### src/rtl/clint.sv
// rtl/clint.sv - core-local interrupt/exception sequencer driving the CSR second write port
module clint #(
    parameter logic [31:0] CAUSE_ECALL  = 32'd11,
    parameter logic [31:0] CAUSE_EBREAK = 32'd3,
    parameter logic [31:0] CAUSE_EXT    = 32'h8000000B
) (
    input  logic        clk,
    input  logic        rst,
    input  logic [7:0]  int_flag_i,
    input  logic [31:0] inst_i,
    input  logic [31:0] inst_addr_i,
    input  logic        jump_flag_i,
    input  logic [31:0] jump_addr_i,
    input  logic [31:0] csr_mtvec,
    input  logic [31:0] csr_mepc,
    input  logic [31:0] csr_mstatus,
    input  logic        global_int_en_i,
    output logic        hold_flag_o,
    output logic        we_o,
    output logic [31:0] waddr_o,
    output logic [31:0] raddr_o,
    output logic [31:0] data_o,
    output logic        int_assert_o,
    output logic [31:0] int_addr_o
);

    localparam logic [31:0] INST_ECALL  = 32'h00000073;
    localparam logic [31:0] INST_EBREAK = 32'h00100073;
    localparam logic [31:0] INST_MRET   = 32'h30200073;
    localparam logic [31:0] ADDR_MSTATUS = 32'h00000300;
    localparam logic [31:0] ADDR_MEPC    = 32'h00000341;
    localparam logic [31:0] ADDR_MCAUSE  = 32'h00000342;

    typedef enum logic [2:0] {
        IDLE,
        W_MEPC,
        W_MSTATUS,
        W_MCAUSE,
        MRET_STATUS,
        REDIRECT
    } state_t;

    state_t      state;
    logic [31:0] cause;
    logic [31:0] epc;
    logic        ret_q;

    logic is_ecall;
    logic is_ebreak;
    logic is_sync;
    logic is_mret;
    logic is_async;
    logic event_hit;

    assign is_ecall  = (inst_i == INST_ECALL);
    assign is_ebreak = (inst_i == INST_EBREAK);
    assign is_sync   = is_ecall | is_ebreak;
    assign is_mret   = (inst_i == INST_MRET);
    assign is_async  = (int_flag_i != 8'd0) & global_int_en_i;
    assign event_hit = (state == IDLE) & (is_sync | is_mret | is_async);

    assign hold_flag_o = (state != IDLE) | event_hit;
    assign raddr_o     = 32'd0;

    always_ff @(posedge clk or negedge rst) begin
        if (!rst) begin
            state <= IDLE;
            cause <= 32'd0;
            epc   <= 32'd0;
            ret_q <= 1'b0;
        end else begin
            case (state)
                IDLE: begin
                    if (is_sync) begin
                        state <= W_MEPC;
                        cause <= is_ecall ? CAUSE_ECALL : CAUSE_EBREAK;
                        epc   <= inst_addr_i;
                        ret_q <= 1'b0;
                    end else if (is_mret) begin
                        state <= MRET_STATUS;
                        ret_q <= 1'b1;
                    end else if (is_async) begin
                        state <= W_MEPC;
                        cause <= CAUSE_EXT;
                        // A taken branch in execute means the interrupted flow resumes at its target.
                        epc   <= jump_flag_i ? jump_addr_i : inst_addr_i;
                        ret_q <= 1'b0;
                    end
                end
                W_MEPC:      state <= W_MSTATUS;
                W_MSTATUS:   state <= W_MCAUSE;
                W_MCAUSE:    state <= REDIRECT;
                MRET_STATUS: state <= REDIRECT;
                REDIRECT:    state <= IDLE;
                default:     state <= IDLE;
            endcase
        end
    end

    always_comb begin
        we_o         = 1'b0;
        waddr_o      = 32'd0;
        data_o       = 32'd0;
        int_assert_o = 1'b0;
        int_addr_o   = 32'd0;
        case (state)
            W_MEPC: begin
                we_o    = 1'b1;
                waddr_o = ADDR_MEPC;
                data_o  = epc;
            end
            W_MSTATUS: begin
                we_o    = 1'b1;
                waddr_o = ADDR_MSTATUS;
                data_o  = {csr_mstatus[31:8], csr_mstatus[3], csr_mstatus[6:4], 1'b0, csr_mstatus[2:0]};
            end
            W_MCAUSE: begin
                we_o    = 1'b1;
                waddr_o = ADDR_MCAUSE;
                data_o  = cause;
            end
            MRET_STATUS: begin
                we_o    = 1'b1;
                waddr_o = ADDR_MSTATUS;
                data_o  = {csr_mstatus[31:8], 1'b1, csr_mstatus[6:4], csr_mstatus[7], csr_mstatus[2:0]};
            end
            REDIRECT: begin
                int_assert_o = 1'b1;
                int_addr_o   = ret_q ? csr_mepc : csr_mtvec;
            end
            default: ;
        endcase
    end

endmodule
### config.mk
export PLATFORM = sky130hd
export DESIGN_NAME = clint
export DESIGN_NICKNAME = d
export VERILOG_FILES = /design/src/rtl/clint.sv
export SDC_FILE = /design/constraint.sdc
export NUM_CORES = 1
export LEC_CHECK = 0
export CAP_MARGIN = 10
export CORE_AREA = 2 2 131 133
export CTS_CLUSTER_DIAMETER = 60
export CTS_CLUSTER_SIZE = 12
export DETAILED_ROUTE_END_ITERATION = 10
export DIE_AREA = 0 0 133 135
export SLEW_MARGIN = 20
export SYNTH_ARGS = -nofsm -noshare
export SYNTH_HDL_FRONTEND = slang
export SYNTH_SLANG_ARGS = --single-unit
### constraint.sdc
create_clock -name clk -period 7.3 [get_ports clk]
set_input_delay 1.46 -clock clk [delete_from_list [all_inputs] [get_ports clk]]
set_output_delay 1.46 -clock clk [all_outputs]
set_load 0.02 [all_outputs]
==> results of run 1 <==
==> power by group <==
part           leakage, nW  switching, W  internal [W]
sequential           0.425     0.0000857      0.000311
clock               0.0669     0.0000881      0.000126
combinational         2.31      0.000607      0.000558
total                 2.80      0.000781      0.000995
==> metal layers <==
metal | GRT usage, % | vias up | wire [um]
met5 | 0 | - | 0
met4 | 2.21 | 0 | 83
met3 | 3.23 | 7 | 942
met2 | 27.8 | 165 | 7350
met1 | 21.0 | 1810 | 6540
li1 | - | 2044 | -
==> cell usage after synthesis, types with 2 or more instances <==
cell	count
sky130_fd_sc_hd__a22oi_1	4
sky130_fd_sc_hd__dfrtp_1	39
sky130_fd_sc_hd__a21oi_1	2
sky130_fd_sc_hd__a32oi_1	32
sky130_fd_sc_hd__nand2_1	138
sky130_fd_sc_hd__buf_6	6
sky130_fd_sc_hd__o31a_1	2
sky130_fd_sc_hd__buf_4	60
sky130_fd_sc_hd__o21ai_0	10
sky130_fd_sc_hd__nor3_1	2
sky130_fd_sc_hd__a22o_1	28
sky130_fd_sc_hd__nor4_1	5
sky130_fd_sc_hd__mux2i_1	34
sky130_fd_sc_hd__and4b_1	2
sky130_fd_sc_hd__nor2b_1	3
sky130_fd_sc_hd__clkbuf_1	17
sky130_fd_sc_hd__nor2_1	37
sky130_fd_sc_hd__inv_1	37
sky130_fd_sc_hd__buf_2	8
sky130_fd_sc_hd__nand2b_1	2
sky130_fd_sc_hd__buf_1	5
==> cells by family after synthesis <==
kind of cell / after synthesis / share of synthesized area (%)
simple gates: 200 / 23.0
buf+inv: 133 / 21.4
compound gates: 83 / 18.7
flops: 39 / 26.8
mux: 35 / 9.76
xor+xnor: 1 / 0.241
other cells: 1 / 0.103
==> cells in the final DEF, fill, tap and decap left out, types with 2 or more instances in the layout <==
cell type | synthesis | final
sky130_fd_sc_hd__a22oi_1 | 4 | 4
sky130_fd_sc_hd__nand2_1 | 138 | 138
sky130_fd_sc_hd__mux2i_1 | 34 | 34
sky130_fd_sc_hd__clkdlybuf4s50_1 | 0 | 274
sky130_fd_sc_hd__inv_1 | 37 | 37
sky130_fd_sc_hd__dfrtp_1 | 39 | 38
sky130_fd_sc_hd__nor2_2 | 1 | 3
sky130_fd_sc_hd__o31a_1 | 2 | 2
sky130_fd_sc_hd__nor4_1 | 5 | 5
sky130_fd_sc_hd__buf_4 | 60 | 7
sky130_fd_sc_hd__conb_1 | 1 | 59
sky130_fd_sc_hd__and4b_1 | 2 | 2
sky130_fd_sc_hd__nor2b_1 | 3 | 3
sky130_fd_sc_hd__nand2b_1 | 2 | 2
sky130_fd_sc_hd__nor2_1 | 37 | 35
sky130_fd_sc_hd__a22o_1 | 28 | 28
sky130_fd_sc_hd__clkbuf_16 | 0 | 5
sky130_fd_sc_hd__a21oi_1 | 2 | 2
sky130_fd_sc_hd__o21ai_0 | 10 | 10
sky130_fd_sc_hd__nor3_1 | 2 | 2
sky130_fd_sc_hd__a32oi_1 | 32 | 32
==> final cells by class <==
type,instances,area [um2],share of cell area [%]
clock buffers,6,129,2.00
clock inverters,2,12.5,0.194
inverters,37,139,2.15
multi-input cells,378,2120,32.9
flip-flops and latches,39,977,15.1
well taps,220,275,4.27
repair buffers,282,2800,43.4
==> worst paths after layout <==
| check | depth (start not counted) | to | startpoint | slack, ns |
|---|---|---|---|---|
| min in group asynchronous | 1 | epc[15]$_DFFE_PN0P_ | rst | 1.31 |
| worst max register to register | 5 | cause[3]$_DFFE_PN0P_ | state[1]$_DFFE_PN0P_ | 4.69 |
| max in group asynchronous | 1 | ret_q$_DFFE_PN0P_ | rst | 5.36 |
| worst min register to register | 1 | cause[1]$_DFFE_PN0P_ | cause[1]$_DFFE_PN0P_ | 0.46 |
| worst min-delay path | 1 | cause[1]$_DFFE_PN0P_ | cause[1]$_DFFE_PN0P_ | 0.46 |
| worst max-delay path | 7 | hold_flag_o | inst_i[16] | 1.76 |
==> registers in the layout (all words and copies together), names as in the netlist <==
register and cells:
epc 32, ret_q 1, cause 3, state 3
==> through the flow <==
| step | area (um2) | worst slack, ns |
|---|---|---|
| final | 6450 | 1.76 |
| after global routing | 6450 | 1.52 |
| after CTS | 6450 | 1.71 |
| after detailed placement | 6310 | 1.72 |
| after global placement | 6310 | 1.71 |
| after floorplan | 3860 | 2.86 |
==> metrics.log, run 1 <==
INFO  metric synth_area = 0.00364 mm2
INFO  metric syn2layout_area_growth = 77.2%
INFO  metric globalRouteOverflowTotal = 0
INFO  metric clock-skew-final = 0.00882 ns
INFO  metric timing.critical_path.slowest_cell_delay = 0.64 ns
INFO  metric synth.avg_cell_area = 7.40 um2
INFO  metric boundaryPins = 335
INFO  metric grt_antenna_before_repair = 0
INFO  metric fp.dieW = 133 um
INFO  metric io_buffers = 275
INFO  metric ir_worst_vdd = 0.196 mV
INFO  metric n_fill_cell = 1732
INFO  metric crit_path_cell_trace = clkdlybuf4s50_1 -> nor4_1 -> nand4bb_1 -> or2_1 -> buf_4 -> nand3_1 -> clkdlybuf4s50_1
INFO  metric yosys-top-cells-area = sky130_fd_sc_hd__dfrtp_1 (27%), sky130_fd_sc_hd__nand2_1 (14%), sky130_fd_sc_hd__buf_4 (12%)
INFO  metric cts_resized = 0
INFO  metric postSynthRegisterBits = 39
INFO  metric critPathSlowestCell = sky130_fd_sc_hd__nor4_1
INFO  metric finish.cell_count_without_fillers = 964
INFO  metric final.min_clock_period = 5.54 ns
INFO  metric cts_tree = done
INFO  metric antenna_left = 0
INFO  metric worst_ep_required_time = 5.84 ns
INFO  metric grt_util_all_layers = 16.0%
INFO  metric number_of_post_cts_setup_repair_buffers = 0
INFO  metric drive_above_1_share = 3.23%
INFO  metric dominant_cell_type_by_count_on_the_critical_path = sky130_fd_sc_hd__clkdlybuf4s50_1
INFO  metric detailed_place_hpwl = 11400 um
INFO  metric post_drt_via_cell_ratio = 4.18
INFO  metric clock-root-buffer = sky130_fd_sc_hd__clkbuf_16
INFO  metric arrival = 4.08 ns
INFO  metric setup_viol = 0
INFO  metric worst-path-buf-inv = 3
INFO  metric timing.final.hold_violations = 0
INFO  metric netlist-cell-type-count = 40
INFO  metric drc = 0
INFO  metric synth-edff-count = 0
INFO  metric hold_class = reg2reg
INFO  metric drv_slew = 0
INFO  metric endpoint_kind = primary output
INFO  metric p_leak = 2.80 nW
INFO  metric htreeDepth = 2
INFO  metric synth_ff_type = sky130_fd_sc_hd__dfrtp_1
INFO  metric grt_pass1_wl = 22800 um
INFO  metric number_of_global_route_vias_before_repair = 3958
INFO  metric synthDominantCellAreaShare = 26.8%
INFO  metric rsz0062_at_grt = no
INFO  metric dr.pass1.iters = 4
INFO  metric cts.sink_count = 39
INFO  metric core = 0.0164 mm2
INFO  metric start_util = 22.2%
INFO  metric p_per_area = 275 mW/mm2
INFO  metric max_slew_margin = 29.5%
INFO  metric critical-path-top-delay-family = simple AND/OR/NAND/NOR gates
INFO  metric cts.hold.buffers_added = 0
INFO  metric fin_total_pwr = 0.00178 W
INFO  metric fp.dieH = 135 um
INFO  metric pin_count_of_the_biggest_net_entering_global_routing = 40
INFO  metric outcome = complete, no violations
INFO  metric max_cap_violations = 0
INFO  metric worst_setup_path_start_kind = primary input
INFO  metric max_clock_freq = 0.180 GHz
INFO  metric synth_top_cell_by_area = sky130_fd_sc_hd__dfrtp_1
INFO  metric diodes = 0
INFO  metric detail_route.iter0.violations = 140
INFO  metric dieArea = 0.0180 mm2
INFO  metric vias = 4026
INFO  metric later_pin_clock_latency_in_the_skew_report = 0.28 ns
INFO  metric synth_cells = 492
INFO  metric clock_path_buffers = 2
INFO  metric clk_pin_slew = 0.06 ns
INFO  metric timing_worst_slew_pin_value = 1.06 ns
INFO  metric placed_cells = 956
INFO  metric synth.yosys.seq_area_share = 26.8%
INFO  metric timing.hold.ws = 0.465 ns
INFO  metric detail_route.wirelength = 14900 um
INFO  metric post-route-util = 39.3%
INFO  metric routed_wl_per_cell = 15.5 um
INFO  metric critPathKind = in2out
INFO  metric finalSetupTns = 0 ns
INFO  metric row_count = 47
INFO  metric post_route_fraction_of_the_period_consumed_by_the_critical_path = 75.9%
INFO  metric critical_path.max_fanout = 34
INFO  metric nets = 947
INFO  metric synth_warnings = 0
INFO  metric final_wtd_congestion = 0.765
INFO  metric postSynth.asyncResetShare = 100%
INFO  metric tritoncts.num_buffers = 5
Note: power is estimated with default switching activity, not from simulation.
==> run 2: changes to the inputs <==
- CORE_AREA: 2 2 131 133 -> 2 2 130 132
- DIE_AREA: 0 0 133 135 -> 0 0 132 134
- clock period: 7.3 -> 4.9 ns (I/O delays scaled with it)
==> metrics.log, run 2 (synthesis gave the netlist of run 1 again) <==
INFO  metric outcome = complete, no violations
INFO  metric nets = 948 (+0.11%)
INFO  metric max_clock_freq = 0.241 GHz
INFO  metric registers_with_the_highest_flip_flop_counts = epc (32), cause (3), state (3)
INFO  metric cts_resized = 0 (unchanged)
INFO  metric vias = 4072 (+1.1%)
INFO  metric row_count = 47 (unchanged)
INFO  metric io_buffers = 275 (unchanged)
INFO  metric final.min_clock_period = 4.15 ns
INFO  metric diodes = 0 (unchanged)
INFO  metric dieArea = 0.0177 mm2 (-1.5%)
INFO  metric clock-root-buffer = sky130_fd_sc_hd__clkbuf_16
INFO  metric largest_reg_flops = 32 (unchanged)
INFO  metric cts.sink_count = 39 (unchanged)
INFO  metric drc = 0 (unchanged)
INFO  metric fp.dieH = 134 um (-0.74%)
INFO  metric drv_slew = 0 (unchanged)
INFO  metric finalSetupTns = 0 ns (unchanged)
INFO  metric routed_wl_per_cell = 15.5 um (+0.24%)
INFO  metric clock_path_buffers = 2 (unchanged)
INFO  metric post_route_fraction_of_the_period_consumed_by_the_critical_path = 84.8%
INFO  metric number_of_global_route_vias_before_repair = 4043 (+2.1%)
INFO  metric grt_antenna_before_repair = 0 (unchanged)
INFO  metric p_per_area = 409 mW/mm2 (+49%)
INFO  metric antenna_left = 0 (unchanged)
INFO  metric max_slew_margin = 29.4% (-0.079 points)
INFO  metric drive_above_1_share = 3.36% (+0.13 points)
INFO  metric worst_ep_required_time = 3.92 ns (-1.92 ns)
INFO  metric netSwitchingFraction = 43.8% (-0.14 points)
INFO  metric arrival = 3.17 ns (-0.91 ns)
INFO  metric start_util = 22.4% (+0.16 points)
INFO  metric htreeDepth = 2 (unchanged)
INFO  metric detailed_place_hpwl = 11400 um (+0.38%)
INFO  metric place_area = 0.00632 mm2 (+0.12%)
INFO  metric grt_pass1_wl = 23100 um (+1.5%)
INFO  metric power.switching = 0.00116 W (+48%)
INFO  metric dr.pass1.iters = 5 (+1)
INFO  metric cts.hold.buffers_added = 0 (unchanged)
INFO  metric p_leak = 2.81 nW (+0.17%)
INFO  metric timing.final.hold_violations = 0 (unchanged)
INFO  metric boundaryPins = 335 (unchanged)
INFO  metric clk_pin_slew = 0.06 ns (about the same)
INFO  metric globalRouteOverflowTotal = 0 (unchanged)
INFO  metric detail_route.wirelength = 15000 um (+0.35%)
INFO  metric fp.dieW = 132 um (-0.75%)
INFO  metric post_drt_via_cell_ratio = 4.22 (+1.0%)
INFO  metric syn2layout_area_growth = 77.4%
INFO  metric grt_util_all_layers = 16.3% (+0.35 points)
INFO  metric worst_setup_path_start_kind = primary input
INFO  metric endpoint_kind = primary output
INFO  metric hold_class = reg2reg
INFO  metric n_fill_cell = 1738 (+0.35%)
INFO  metric setup_viol = 0 (unchanged)
INFO  metric timing_worst_slew_pin_value = 1.06 ns (-0.000163 ns)
INFO  metric power.share.sequential = 22.2% (about the same)
INFO  metric final_cell_mix = sky130_fd_sc_hd__clkdlybuf4s50_1 (274), sky130_fd_sc_hd__nand2_1 (138), sky130_fd_sc_hd__conb_1 (59)
INFO  metric number_of_post_cts_setup_repair_buffers = 0 (unchanged)
INFO  metric core = 0.0163 mm2 (-0.72%)
INFO  metric internal-power = 0.00148 W (+49%)
INFO  metric detail_route.iter0.violations = 170 (+21%)
INFO  metric cts_tree = done
INFO  metric power_frac_comb = 65.4% (-0.2 points)
INFO  metric pwr-share-clk = 12.4% (+0.3 points)
INFO  metric final_wtd_congestion = 0.823 (+7.7%)
INFO  metric tritoncts.num_buffers = 5 (unchanged)
INFO  metric layout_commonest_cell = sky130_fd_sc_hd__clkdlybuf4s50_1
INFO  metric later_pin_clock_latency_in_the_skew_report = 0.28 ns (about the same)
INFO  metric reg_with_most_ffs = epc
INFO  metric rsz0062_at_grt = no
INFO  metric clock-skew-final = 0.0104 ns (+0.00154 ns)
INFO  metric pin_count_of_the_biggest_net_entering_global_routing = 40 (unchanged)
INFO  metric ir_worst_vdd = 0.305 mV (+56%)
INFO  metric max_cap_violations = 0 (unchanged)
INFO  metric critPathKind = in2out
INFO  metric critical_path.max_fanout = 3 (-91%)
INFO  metric final_area = 0.00646 mm2 (+0.12%)
-- run 2: changes by cell type in the layout (fill, tap and decap cells not counted) --
cell | previous run | this run
sky130_fd_sc_hd__buf_4 | 7 | 8
-- run 2: routing by layer --
| metal | track usage [%] | wire length, um |
|---|---|---|
| met4 | 2.54 | 102 |
| met2 | 28.4 | 7260 |
| met5 | 0 | 0 |
| met3 | 3.48 | 962 |
| met1 | 21.2 | 6630 |
-- run 2: through the flow --
| step | worst slack (ns) | instances | hold WS [ns] | util (%) | total power, W |
|---|---|---|---|---|---|
| floorplan | 1.42 | 550 | 0.435 | - | 0.00158 |
| global placement | 0.765 | 957 | 0.455 | 38.8 | 0.00233 |
| detailed placement | 0.749 | 957 | 0.463 | 38.8 | 0.00233 |
| CTS | 0.743 | 965 | 0.482 | 39.7 | 0.00267 |
| global route | 0.651 | 965 | 0.493 | 39.7 | 0.00282 |
| finish | 0.747 | 965 | 0.476 | 39.7 | 0.00264 |
-- run 2: power by group through the flow --
stage               combinational, W  sequential [W]  clock, W
finish                       0.00173        0.000587  0.000327
global route                 0.00186        0.000612  0.000350
global placement             0.00173        0.000595         0
floorplan                    0.00106        0.000520         0
CTS                          0.00175        0.000588  0.000335
detailed placement           0.00174        0.000589         0
-- run 2: final timing paths --
kind | start | endpoint | slack [ns] | depth (start not counted)
worst max-delay path | inst_i[9] | hold_flag_o | 0.75 | 6
worst min-delay path | cause[1]$_DFFE_PN0P_ | cause[1]$_DFFE_PN0P_ | 0.48 | 1
worst max register to register | state[1]$_DFFE_PN0P_ | cause[3]$_DFFE_PN0P_ | 2.20 | 5
worst min register to register | cause[1]$_DFFE_PN0P_ | cause[1]$_DFFE_PN0P_ | 0.48 | 1
max in group asynchronous | rst | ret_q$_DFFE_PN0P_ | 3.40 | 1
min in group asynchronous | rst | epc[28]$_DFFE_PN0P_ | 0.83 | 1
-- run 2: layout make-up --
type,instances,area (um2),area share [%]
Inverter,37,139,2.15
Tap cell,220,275,4.26
Multi-Input combinational cell,378,2120,32.8
Sequential cell,39,977,15.1
Timing Repair Buffer,283,2810,43.5
Clock inverter,2,12.5,0.194
Clock buffer,6,129,1.99
-- run 2: critical path, stage by stage --
cell                              delay, ns
sky130_fd_sc_hd__clkdlybuf4s50_1       0.40
sky130_fd_sc_hd__or4b_1                0.53
sky130_fd_sc_hd__nand4bb_1             0.28
sky130_fd_sc_hd__or2_1                 0.29
sky130_fd_sc_hd__nand3_1               0.08
sky130_fd_sc_hd__clkdlybuf4s50_1       0.61
==> run 3: changes to the inputs <==
- clock period: 4.9 -> 3.8 ns (I/O delays scaled with it)
==> metrics.log, run 3 (synthesis gave the netlist of run 1 again) <==
INFO  metric grt_antenna_before_repair = 0 (unchanged)
INFO  metric timing.critical_path.slowest_cell_delay = 0.61 ns (about the same)
INFO  metric power.share.sequential = 20.7% (-1.5 points)
INFO  metric timing_worst_slew_pin_value = 0.969 ns (-0.0865 ns)
INFO  metric critical_path.max_fanout = 2 (-1)
INFO  metric routed_wl_per_cell = 15.3 um (-1.3%)
INFO  metric power.switching = 0.00152 W (+31%)
INFO  metric syn2layout_area_growth = 80.6%
INFO  metric layout.area.seq = 977 um2 (unchanged)
INFO  metric pin_count_of_the_biggest_net_entering_global_routing = 40 (unchanged)
INFO  metric clock-skew-final = 0.0112 ns (+0.000839 ns)
INFO  metric netSwitchingFraction = 42.9% (-0.97 points)
INFO  metric timing.final.hold_violations = 0 (unchanged)
INFO  metric p_leak = 2.87 nW (+2.2%)
INFO  metric cts.sink_count = 39 (unchanged)
INFO  metric power_frac_comb = 65.2% (-0.2 points)
INFO  metric detailed_place_hpwl = 11600 um (+1.1%)
INFO  metric detail_route.iter0.violations = 174 (+2.4%)
INFO  metric post_route_fraction_of_the_period_consumed_by_the_critical_path = 97.0%
INFO  metric post-route-util = 40.4% (+0.72 points)
INFO  metric grt_util_all_layers = 16.5% (+0.16 points)
INFO  metric arrival = 2.93 ns (-0.24 ns)
INFO  metric io_buffers = 275 (unchanged)
INFO  metric critPathSlowestCell = sky130_fd_sc_hd__clkdlybuf4s50_1
INFO  metric fp.dieH = 134 um (unchanged)
INFO  metric drive_above_1_share = 4.39% (+1.0 points)
INFO  metric final.min_clock_period = 3.69 ns
INFO  metric detail_route.wirelength = 14900 um (-0.61%)
INFO  metric multi_input_comb_area = 0.00212 mm2 (unchanged)
INFO  metric start_util = 22.4% (unchanged)
INFO  metric later_pin_clock_latency_in_the_skew_report = 0.29 ns (about the same)
INFO  metric clk_pin_slew = 0.06 ns (about the same)
INFO  metric vias = 4070 (-0.049%)
INFO  metric nets = 955 (+0.74%)
INFO  metric dominant_cell_type_by_count_on_the_critical_path = sky130_fd_sc_hd__clkdlybuf4s50_1
INFO  metric drv_slew = 0 (unchanged)
INFO  metric antenna_left = 0 (unchanged)
INFO  metric outcome = complete, no violations
INFO  metric max_cap_violations = 0 (unchanged)
INFO  metric cts_tree = done
INFO  metric holdCritStartpoint = cause[1]$_DFFE_PN0P_
INFO  metric globalRouteOverflowTotal = 0 (unchanged)
INFO  metric critPathKind = in2out
INFO  metric worst-r2r-setup-slack = 1.49 ns (-0.71 ns)
INFO  metric final_wtd_congestion = 0.846 (+2.8%)
INFO  metric registers_with_the_highest_flip_flop_counts = epc (32), cause (3), state (3)
INFO  metric worst_setup_path_start_kind = primary input
INFO  metric final_cell_mix = sky130_fd_sc_hd__clkdlybuf4s50_1 (274), sky130_fd_sc_hd__nand2_1 (138), sky130_fd_sc_hd__conb_1 (59)
INFO  metric setup_viol = 0 (unchanged)
INFO  metric ir_worst_vdd = 0.294 mV (-3.5%)
INFO  metric post_drt_via_cell_ratio = 4.19 (-0.77%)
INFO  metric htreeDepth = 2 (unchanged)
INFO  metric largest_reg_flops = 32 (unchanged)
INFO  metric whs_path_depth = 1 (unchanged)
INFO  metric critical-path-top-delay-family = buffers and inverters
INFO  metric critical_r2r_capture = epc[27]$_DFFE_PN0P_
INFO  metric crit-reg2reg-launch = state[0]$_DFFE_PN0P_
INFO  metric drc = 0 (unchanged)
INFO  metric internal-power = 0.00202 W (+36%)
INFO  metric pwr-share-clk = 14.0% (+1.6 points)
INFO  metric tritoncts.num_buffers = 5 (unchanged)
INFO  metric r2r_cells = 7 (+2)
INFO  metric max_clock_freq = 0.271 GHz
INFO  metric worst_ep_required_time = 3.04 ns (-0.88 ns)
INFO  metric cts_resized = 0 (unchanged)
INFO  metric max_slew_margin = 35.4% (+6.0 points)
INFO  metric layout_commonest_cell = sky130_fd_sc_hd__clkdlybuf4s50_1
INFO  metric grt_pass1_wl = 23100 um (-0.12%)
INFO  metric endpoint_kind = primary output
INFO  metric number_of_global_route_vias_before_repair = 3928 (-2.8%)
INFO  metric p_per_area = 538 mW/mm2 (+32%)
INFO  metric crit_path_cell_trace = clkdlybuf4s50_1 -> or4b_1 -> or2_0 -> o31a_1 -> nand3_1 -> clkdlybuf4s50_1
INFO  metric cts.hold.buffers_added = 0 (unchanged)
INFO  metric diodes = 0 (unchanged)
INFO  metric clock_path_buffers = 2 (unchanged)
INFO  metric core = 0.0163 mm2 (unchanged)
INFO  metric fp.dieW = 132 um (unchanged)
INFO  metric hold_class = reg2reg
INFO  metric worst-path-buf-inv = 2 (unchanged)
INFO  metric n_fill_cell = 1692 (-2.6%)
INFO  metric clock-root-buffer = sky130_fd_sc_hd__clkbuf_16
INFO  metric row_count = 47 (unchanged)
INFO  metric hold_end = cause[1]$_DFFE_PN0P_
INFO  metric dieArea = 0.0177 mm2 (unchanged)
INFO  metric number_of_post_cts_setup_repair_buffers = 0 (unchanged)
INFO  metric boundaryPins = 335 (unchanged)
INFO  metric reg_with_most_ffs = epc
INFO  metric dr.pass1.iters = 6 (+1)
INFO  metric rsz0062_at_grt = no
INFO  metric finalSetupTns = 0 ns (unchanged)
## run 3: cell types whose count changed in the layout (fill, tap and decap cells not counted)
cell / before / now
sky130_fd_sc_hd__buf_12: 0 / 3
sky130_fd_sc_hd__buf_4: 8 / 12
sky130_fd_sc_hd__bufinv_16: 0 / 1
sky130_fd_sc_hd__clkbuf_1: 1 / 0
sky130_fd_sc_hd__clkinv_4: 0 / 1
sky130_fd_sc_hd__clkinvlp_4: 1 / 0
## run 3: area by class of cell
cell class	instances	share of cell area [%]
clock buffer	5	1.90
clock inverter	3	0.666
inverter	37	2.11
multi-input combinational	378	32.2
sequential	39	14.9
tap	220	4.18
timing repair buffer	290	44.0
## run 3: stage by stage
stage          cells  setup WS (ns)  hold slack, ns  area, um2  power, W
6_report         972          0.113           0.468       6580   0.00354
5_1_grt          972         0.0339           0.480       6580   0.00378
4_1_cts          972          0.116           0.474       6580   0.00358
3_5_place_dp     964          0.119           0.456       6410   0.00306
3_3_place_gp     964          0.126           0.453       6410   0.00306
2_1_floorplan    550          0.763           0.435       3860   0.00204
## run 3: per-layer routing
layer  part of all wire [%]  wire [um]  up-vias  track usage, %
li1                       -          -     2060               -
met1                     44       6590     1820            21.9
met2                     48       7150      174            27.7
met3                    6.4        954       16            3.70
met4                    1.2        182        0            3.02
met5                      0          0        -               0
## run 3: power groups by stage
stage / sequential, W / clock (W) / combinational [W]
final: 0.000734 / 0.000497 / 0.00231
after global routing: 0.000763 / 0.000529 / 0.00249
after CTS: 0.000738 / 0.000508 / 0.00233
after detailed placement: 0.000739 / 0 / 0.00232
after global placement: 0.000744 / 0 / 0.00232
after floorplan: 0.000671 / 0 / 0.00136
## run 3: worst max path at each step
stage | startpoint | end | cells past startpoint
5_1_grt | inst_i[9] | hold_flag_o | 6
2_1_floorplan | inst_i[11] | hold_flag_o | 6
6_report | inst_i[8] | hold_flag_o | 6
3_3_place_gp | inst_i[9] | hold_flag_o | 6
4_1_cts | inst_i[9] | hold_flag_o | 6
3_5_place_dp | inst_i[9] | hold_flag_o | 6
